==> src/rtl/uart_pkg.sv <==
// uart_pkg: shared constants and FSM state encodings for the UART host
// bridge (uart_host and uart_host_fifo).
//   DATA_W     - byte width moved between the CPU side and the UART core
//   tx_state_t - transmit sequencer states
//   rx_state_t - receive sequencer states
package uart_pkg;

    localparam int DATA_W = 8;

    typedef enum logic [1:0] {
        T_IDLE = 2'd0,
        T_LOAD = 2'd1,
        T_BUSY = 2'd2,
        T_WAIT = 2'd3
    } tx_state_t;

    typedef enum logic {
        R_IDLE = 1'b0,
        R_ACK  = 1'b1
    } rx_state_t;

endpackage

==> src/rtl/uart_host_fifo.sv <==
// uart_host_fifo: first-word fall-through FIFO used for both the TX and RX
// queues of uart_host. DEPTH must be a power of two (2..64) so the pointers
// wrap naturally.
// Ports:
//   uart_clk, reset  clock / asynchronous active-high reset
//   push, wdata      write request and data (accepted when not full, or when
//                    a pop happens in the same cycle)
//   pop              read request (ignored when empty)
//   rdata            head of queue; when empty, the last byte popped (0 after reset)
//   count            occupancy, log2(DEPTH)+1 bits
//   full, empty      decoded from count
module uart_host_fifo
    import uart_pkg::*;
#(
    parameter int DEPTH = 8
) (
    input  logic                      uart_clk,
    input  logic                      reset,
    input  logic                      push,
    input  logic [DATA_W-1:0]         wdata,
    input  logic                      pop,
    output logic [DATA_W-1:0]         rdata,
    output logic [$clog2(DEPTH):0]    count,
    output logic                      full,
    output logic                      empty
);

    localparam int AW = $clog2(DEPTH);
    localparam logic [AW:0] FULL_CNT = (AW+1)'(DEPTH);

    logic [DATA_W-1:0] mem [DEPTH];
    logic [AW-1:0]     wr_ptr;
    logic [AW-1:0]     rd_ptr;
    logic [DATA_W-1:0] last_q;
    logic              push_ok;
    logic              pop_ok;

    assign empty   = (count == '0);
    assign full    = (count == FULL_CNT);
    assign pop_ok  = pop && !empty;
    // A pop in the same cycle frees the slot the push needs.
    assign push_ok = push && (!full || pop_ok);
    assign rdata   = empty ? last_q : mem[rd_ptr];

    always_ff @(posedge uart_clk or posedge reset) begin
        if (reset) begin
            wr_ptr <= '0;
            rd_ptr <= '0;
            count  <= '0;
            last_q <= '0;
        end else begin
            if (push_ok) wr_ptr <= wr_ptr + AW'(1);
            if (pop_ok) begin
                rd_ptr <= rd_ptr + AW'(1);
                last_q <= mem[rd_ptr];
            end
            case ({push_ok, pop_ok})
                2'b10:   count <= count + (AW+1)'(1);
                2'b01:   count <= count - (AW+1)'(1);
                default: count <= count;
            endcase
        end
    end

    // Storage carries data only, so it is not reset.
    always_ff @(posedge uart_clk) begin
        if (push_ok) mem[wr_ptr] <= wdata;
    end

endmodule

==> src/rtl/uart_host.sv <==
// uart_host: CPU-side bridge to a byte-oriented UART core. Bytes written by
// the CPU are queued and handed to the core one frame at a time; bytes
// received by the core are acknowledged and queued for the CPU.
// Optional build macro: UART_HOST_LOOPBACK_EN adds the 'loopback' input which,
// when 1, routes TX bytes straight into the RX queue without touching the core.
// Ports:
//   uart_clk, reset                   clock / asynchronous active-high reset
//   cpu_wdata, cpu_wr                 CPU byte push into TX queue
//   cpu_rd, cpu_rdata                 CPU pop of RX queue (fall-through head)
//   ovr_clr, rx_overrun               sticky lost-byte flag and its clear
//   tx_full, tx_idle, rx_empty        queue / sequencer status
//   uart_data_out, uart_write_data    byte and load strobe to the UART core
//   uart_buf_empty                    core transmit buffer empty
//   uart_data_in, uart_new_data       received byte and flag from the core
//   uart_read_data                    acknowledge that clears uart_new_data
//   loopback (UART_HOST_LOOPBACK_EN)  internal TX->RX loopback select
module uart_host
    import uart_pkg::*;
#(
    parameter int TX_DEPTH = 8,
    parameter int RX_DEPTH = 8
) (
    input  logic              uart_clk,
    input  logic              reset,
    input  logic [DATA_W-1:0] cpu_wdata,
    input  logic              cpu_wr,
    input  logic              cpu_rd,
    input  logic              ovr_clr,
`ifdef UART_HOST_LOOPBACK_EN
    input  logic              loopback,
`endif
    output logic [DATA_W-1:0] cpu_rdata,
    output logic              tx_full,
    output logic              tx_idle,
    output logic              rx_empty,
    output logic              rx_overrun,
    output logic [DATA_W-1:0] uart_data_out,
    output logic              uart_write_data,
    input  logic              uart_buf_empty,
    input  logic [DATA_W-1:0] uart_data_in,
    input  logic              uart_new_data,
    output logic              uart_read_data
);

    logic lb_mode;
`ifdef UART_HOST_LOOPBACK_EN
    assign lb_mode = loopback;
`else
    assign lb_mode = 1'b0;
`endif

    tx_state_t                   t_state, t_next;
    rx_state_t                   r_state, r_next;
    logic [DATA_W-1:0]           tx_head;
    logic [$clog2(TX_DEPTH):0]   tx_count;
    logic                        tx_full_w, tx_empty_w;
    logic [$clog2(RX_DEPTH):0]   rx_count;
    logic                        rx_full_w, rx_empty_w;
    logic                        tx_go, tx_push, lb_push, tx_lb_q;
    logic                        rx_take, rx_push, rx_pop_ok, rx_lost;
    logic [DATA_W-1:0]           rx_wdata;
    logic                        write_nxt, read_nxt, ovr_nxt;
    logic [DATA_W-1:0]           data_nxt;

    // Full is taken from the registered count, so a write is dropped even
    // when the sequencer pops in the same cycle.
    assign tx_push = cpu_wr && !tx_full_w;
    // In loopback the core is bypassed, so its buffer state does not gate.
    assign tx_go   = (t_state == T_IDLE) && !tx_empty_w && (lb_mode || uart_buf_empty);
    assign lb_push = tx_go && lb_mode;

    // While looping back, a pending core byte stays flagged until loopback
    // is released; the core holds it because it is never acknowledged.
    assign rx_take   = (r_state == R_IDLE) && uart_new_data && !lb_mode;
    assign rx_push   = rx_take || lb_push;
    assign rx_wdata  = lb_push ? tx_head : uart_data_in;
    assign rx_pop_ok = cpu_rd && (rx_count != '0);
    assign rx_lost   = rx_push && rx_full_w && !rx_pop_ok;

    assign tx_full  = tx_full_w;
    assign tx_idle  = (tx_count == '0) && (t_state == T_IDLE);
    assign rx_empty = rx_empty_w;

    uart_host_fifo #(.DEPTH(TX_DEPTH)) u_tx_fifo (
        .uart_clk (uart_clk),
        .reset    (reset),
        .push     (tx_push),
        .wdata    (cpu_wdata),
        .pop      (tx_go),
        .rdata    (tx_head),
        .count    (tx_count),
        .full     (tx_full_w),
        .empty    (tx_empty_w)
    );

    uart_host_fifo #(.DEPTH(RX_DEPTH)) u_rx_fifo (
        .uart_clk (uart_clk),
        .reset    (reset),
        .push     (rx_push),
        .wdata    (rx_wdata),
        .pop      (cpu_rd),
        .rdata    (cpu_rdata),
        .count    (rx_count),
        .full     (rx_full_w),
        .empty    (rx_empty_w)
    );

    // State and registered outputs
    always_ff @(posedge uart_clk or posedge reset) begin
        if (reset) begin
            t_state         <= T_IDLE;
            r_state         <= R_IDLE;
            tx_lb_q         <= 1'b0;
            uart_write_data <= 1'b0;
            uart_data_out   <= '0;
            uart_read_data  <= 1'b0;
            rx_overrun      <= 1'b0;
        end else begin
            t_state         <= t_next;
            r_state         <= r_next;
            tx_lb_q         <= lb_push;
            uart_write_data <= write_nxt;
            uart_data_out   <= data_nxt;
            uart_read_data  <= read_nxt;
            rx_overrun      <= ovr_nxt;
        end
    end

    // Next-state decode
    always_comb begin
        t_next = t_state;
        case (t_state)
            T_IDLE:  if (tx_go) t_next = T_LOAD;
            // T_BUSY is a guard cycle while the core drops uart_buf_empty.
            T_LOAD:  t_next = tx_lb_q ? T_IDLE : T_BUSY;
            T_BUSY:  t_next = T_WAIT;
            T_WAIT:  if (uart_buf_empty) t_next = T_IDLE;
            default: t_next = T_IDLE;
        endcase

        r_next = r_state;
        case (r_state)
            R_IDLE:  if (rx_take) r_next = R_ACK;
            R_ACK:   r_next = R_IDLE;
            default: r_next = R_IDLE;
        endcase
    end

    // Output decode: values registered on the edge that enters T_LOAD / R_ACK
    always_comb begin
        write_nxt = tx_go && !lb_mode;
        data_nxt  = write_nxt ? tx_head : uart_data_out;
        read_nxt  = rx_take;
        // A lost byte wins over a clear in the same cycle.
        if (rx_lost)      ovr_nxt = 1'b1;
        else if (ovr_clr) ovr_nxt = 1'b0;
        else              ovr_nxt = rx_overrun;
    end

endmodule

==> config.mk <==
export PLATFORM = sky130hd
export DESIGN_NAME = uart_host
export DESIGN_NICKNAME = d
export VERILOG_FILES = /design/src/rtl/uart_pkg.sv /design/src/rtl/uart_host_fifo.sv /design/src/rtl/uart_host.sv
export SDC_FILE = /design/constraint.sdc
export NUM_CORES = 1
export LEC_CHECK = 0
export BUFFER_PORTS_ARGS = -buffer_cell sky130_fd_sc_hd__buf_2
export CAP_MARGIN = 25
export CORE_MARGIN = 4
export CORE_UTILIZATION = 50
export DETAILED_ROUTE_END_ITERATION = 8
export PLACE_DENSITY = 0.66
export SLEW_MARGIN = 30
export SYNTH_ARGS = -nofsm -noshare
export SYNTH_HDL_FRONTEND = slang
export SYNTH_SLANG_ARGS = --single-unit
==> constraint.sdc <==
create_clock -name uart_clk -period 2.98 [get_ports uart_clk]
set_input_delay 0.596 -clock uart_clk [delete_from_list [all_inputs] [get_ports uart_clk]]
set_output_delay 0.596 -clock uart_clk [all_outputs]
set_load 0.01 [all_outputs]
==> results by group <==
Layout
  • Area grow syn2layout: 14.7%
  • N_diodes: 0
  • Most common cell after layout, fill and taps aside: edfxtp_1
  • Filler instances: 1060
  • Final nets: 565
  • Cell area after layout: 8110 um2
  • Layout cells sized above 1: 0.233
  • Commonest cells after routing, fill and taps aside: edfxtp_1 (128), nand2_1 (52), buf_2 (44)

Critical path
  • Critical R2R Capture: u_rx_fifo.count[3]
  • R2r startpoint: u_rx_fifo.count[0]
  • CP Capture Type: primary output
  • Cells on worst reg2reg path: 9
  • Critical path capture point: cpu_rdata[7]
  • Critical Path Fanout Max: 8
  • Startpoint types: flip-flop
  • R2R Setup Slk: 0.32 ns
  • CP arrival: 2.15 ns
  • CP startpoint: u_rx_fifo.rd_ptr[1]
  • WS Path Type: reg -> out
  • Required time worst endpoint: 2.38 ns

CTS
  • Root buffer cell: clkbuf_16
  • Setup Fix Bufs, Post-CTS: 0
  • Post-CTS Hold Buffers: 0
  • CTS Buffer Depth: 2
  • # H-tree levels: 4
  • Total CTS buffers: 17
  • Post-cts sizing count: 0
  • Clock transition at path regs: 0.06 ns
  • CTS tree: yes
  • Sink Count: 169
  • Worst skew pair latency: 0.43 ns

GRT
  • Largest net degree at the start of global routing: 35
  • Routing usage on met2: 0.278
  • Gr usage total: 0.166
  • Vias in the first global route: 3846
  • GRT Max-Usage Layer: met2
  • GR Layer Usage met1: 0.202
  • GR Overflow Total: 0
  • First-pass GRT wire length: 20400 um
  • Antenna violations before repair: 0
  • Grt met3 use: 0.0446

Floorplanning
  • Die W: 127 um
  • Initial Utilization: 0.509
  • Die Y: 127 um
  • Core Region: 13900 um2
  • Row cnt: 43
  • Die footprint: 16100 um2
  • I/O pin count: 45

Synth
  • Synth warn: 0
  • Syn Area/Cell: 15.3 um2
  • Distinct cells, synth: 43
  • FF+latch count, synth: 169
  • Top-area cell type share of the netlist area: 0.544
  • Synth Net Count: 501
  • Mapped Area: 7070 um2
  • Top cell type by total area after synthesis: edfxtp_1
  • Register area share after synthesis: 0.689
  • Post-synthesis cell count: 463
  • Ranking of synthesized cells by area: edfxtp_1 (54%), dfrtp_1 (15%), mux2i_1 (4.8%), mux2_2 (3.2%), nand2_1 (2.8%)

Route
  • Initial DRC Count: 258
  • Drt drc: 0
  • Vias: 3860
  • DR WL/cell: 17.4 um
  • TritonRoute pass-1 iters: 4
  • Vias per inst: 5.36
  • Post-DRT Antenna Nets: 0
  • Routed Wire Length: 12500 um

Placed design
  • I/O Buffers: 44
  • DP HPWL: 8580 um
  • Final GP Congestion: 0.772
  • Dpl cell area: 7530 um2

Power
  • Peak supply drop: 469 uV
  • Clock power share: 0.263
  • Reg power frac: 0.427
  • Pwr Total: 8.04 mW
  • Switching Power: 2.62 mW
  • Pleak: 3.13 nW
  • Pwr Density: 992 nW/um2
  • Gate power share: 0.309
  • Internal power: 5.43 mW
  • Switching Share: 0.325

Timing
  • Clock Skew: 0.0158 ns
  • Setup TNS Final: 0 ns
  • Max transition margin: 0.440
  • Worst slew pin tran: 0.835 ns
  • Crit share post-route: 0.920
  • Crit path time final: 2.74 ns
  • Setup Viol. Count Final: 0
  • Final Hold Viols: 0
  • RSZ-0062 raised after global routing: false
  • Max-slew violation count: 0
  • Max Clk Rate: 0.365 GHz

Flow run
  • Max cap viols: 0

Status
  • Status: complete, no violations

Min path
  • Hold WC Path Type: in -> async
## power groups by stage
stage | Sequential [mW] | Combinational (mW) | Clock [mW]
after detailed placement | 3.48 | 2.52 | 0
final | 3.44 | 2.49 | 2.12
after CTS | 3.43 | 2.53 | 2.16
after global placement | 3.45 | 2.45 | 0
after global routing | 3.50 | 2.75 | 2.27
after floorplan | 3.35 | 1.92 | 0
## synth_stat cells, drive strengths merged
master and count:
a41o 1, edfxtp 128, a2111oi 1, nand2b 16, mux4 8, a21o 1, a21boi 1, or2 1
dfrtp 41, clkbuf 5, nor3b 1, and2 2, nand2 52, nor2b 3, nor2 18, nor3 9
mux2i 34, nor4 3, nand3 10, or4 1, inv 13, xnor2 9, a21oi 3, a22oi 8
o22ai 9, mux2 20, xor2 6, nand4b 1, a221o 8, ha 14, buf 15, fa 1
nor4bb 1, a311oi 1, o21ai 18
## sequential cells by signal, indices dropped and copies added (netlist names)
register and count:
u_rx_fifo.count 4, u_tx_fifo.count 4, u_tx_fifo.rd_ptr 3, uart_data_out 8, u_tx_fifo.mem 64, uart_write_data 1, u_rx_fifo.wr_ptr 3, r_state 1
u_rx_fifo.mem 64, t_state 2, u_rx_fifo.last_q 8, u_tx_fifo.wr_ptr 3, rx_overrun 1, u_rx_fifo.rd_ptr 3
## cell type report
type                       instances  area [um2]  share of cell area
inverter                          13        48.8             0.00602
clock buffer                      19         433              0.0534
multi-input combinational        261        2000               0.246
clock inverter                    13         143              0.0176
timing repair buffer              65         390              0.0482
sequential                       169        4870               0.601
tap                              180         225              0.0278
## worst max-delay path: stages, from the launching register on
cell,delay [ns]
dfrtp_1,0.42
nand2b_1,0.38
o22ai_1,0.18
a221o_1,0.33
o21ai_0,0.23
buf_2,0.18
## metrics by stage
stage | hold WS [ns] | std cells | worst slack (ns) | util
floorplan | 0.449 | 463 | 0.451 | -
global placement | 0.460 | 688 | 0.373 | 0.543
detailed placement | 0.468 | 688 | 0.237 | 0.543
CTS | 0.232 | 720 | 0.190 | 0.584
global route | 0.277 | 720 | 0.112 | 0.584
finish | 0.234 | 720 | 0.239 | 0.584
## logic make-up (layout without fill, tap and decap cells)
group / after synthesis / in the layout / synth area share
AO/OA/AOI/OAI: 51 / 51 / 0.0512
XOR/XNOR: 15 / 15 / 0.0186
adder cells (fa/ha/maj): 15 / 15 / 0.0276
buffers and inverters: 33 / 110 / 0.0287
flip-flops: 169 / 169 / 0.689
multiplexers: 62 / 62 / 0.105
AND/OR/NAND/NOR: 118 / 118 / 0.0796
## routing by layer
layer | wire (um) | share of wire | up-vias
met5 | 0 | 0 | -
met3 | 530 | 0.042 | 18
met4 | 293 | 0.023 | 0
met1 | 5290 | 0.42 | 1911
li1 | - | - | 1855
met2 | 6420 | 0.51 | 76
## worst min-delay path by stage
stage                                     end  cells after the start
final                     u_rx_fifo.rd_ptr[0]                      2
after floorplan           u_rx_fifo.last_q[1]                      2
after global routing          uart_write_data                      2
after CTS                             r_state                      2
after global placement       uart_data_out[5]                      2
after detailed placement     uart_data_out[3]                      2
Note: power is estimated with default switching activity, not from simulation.
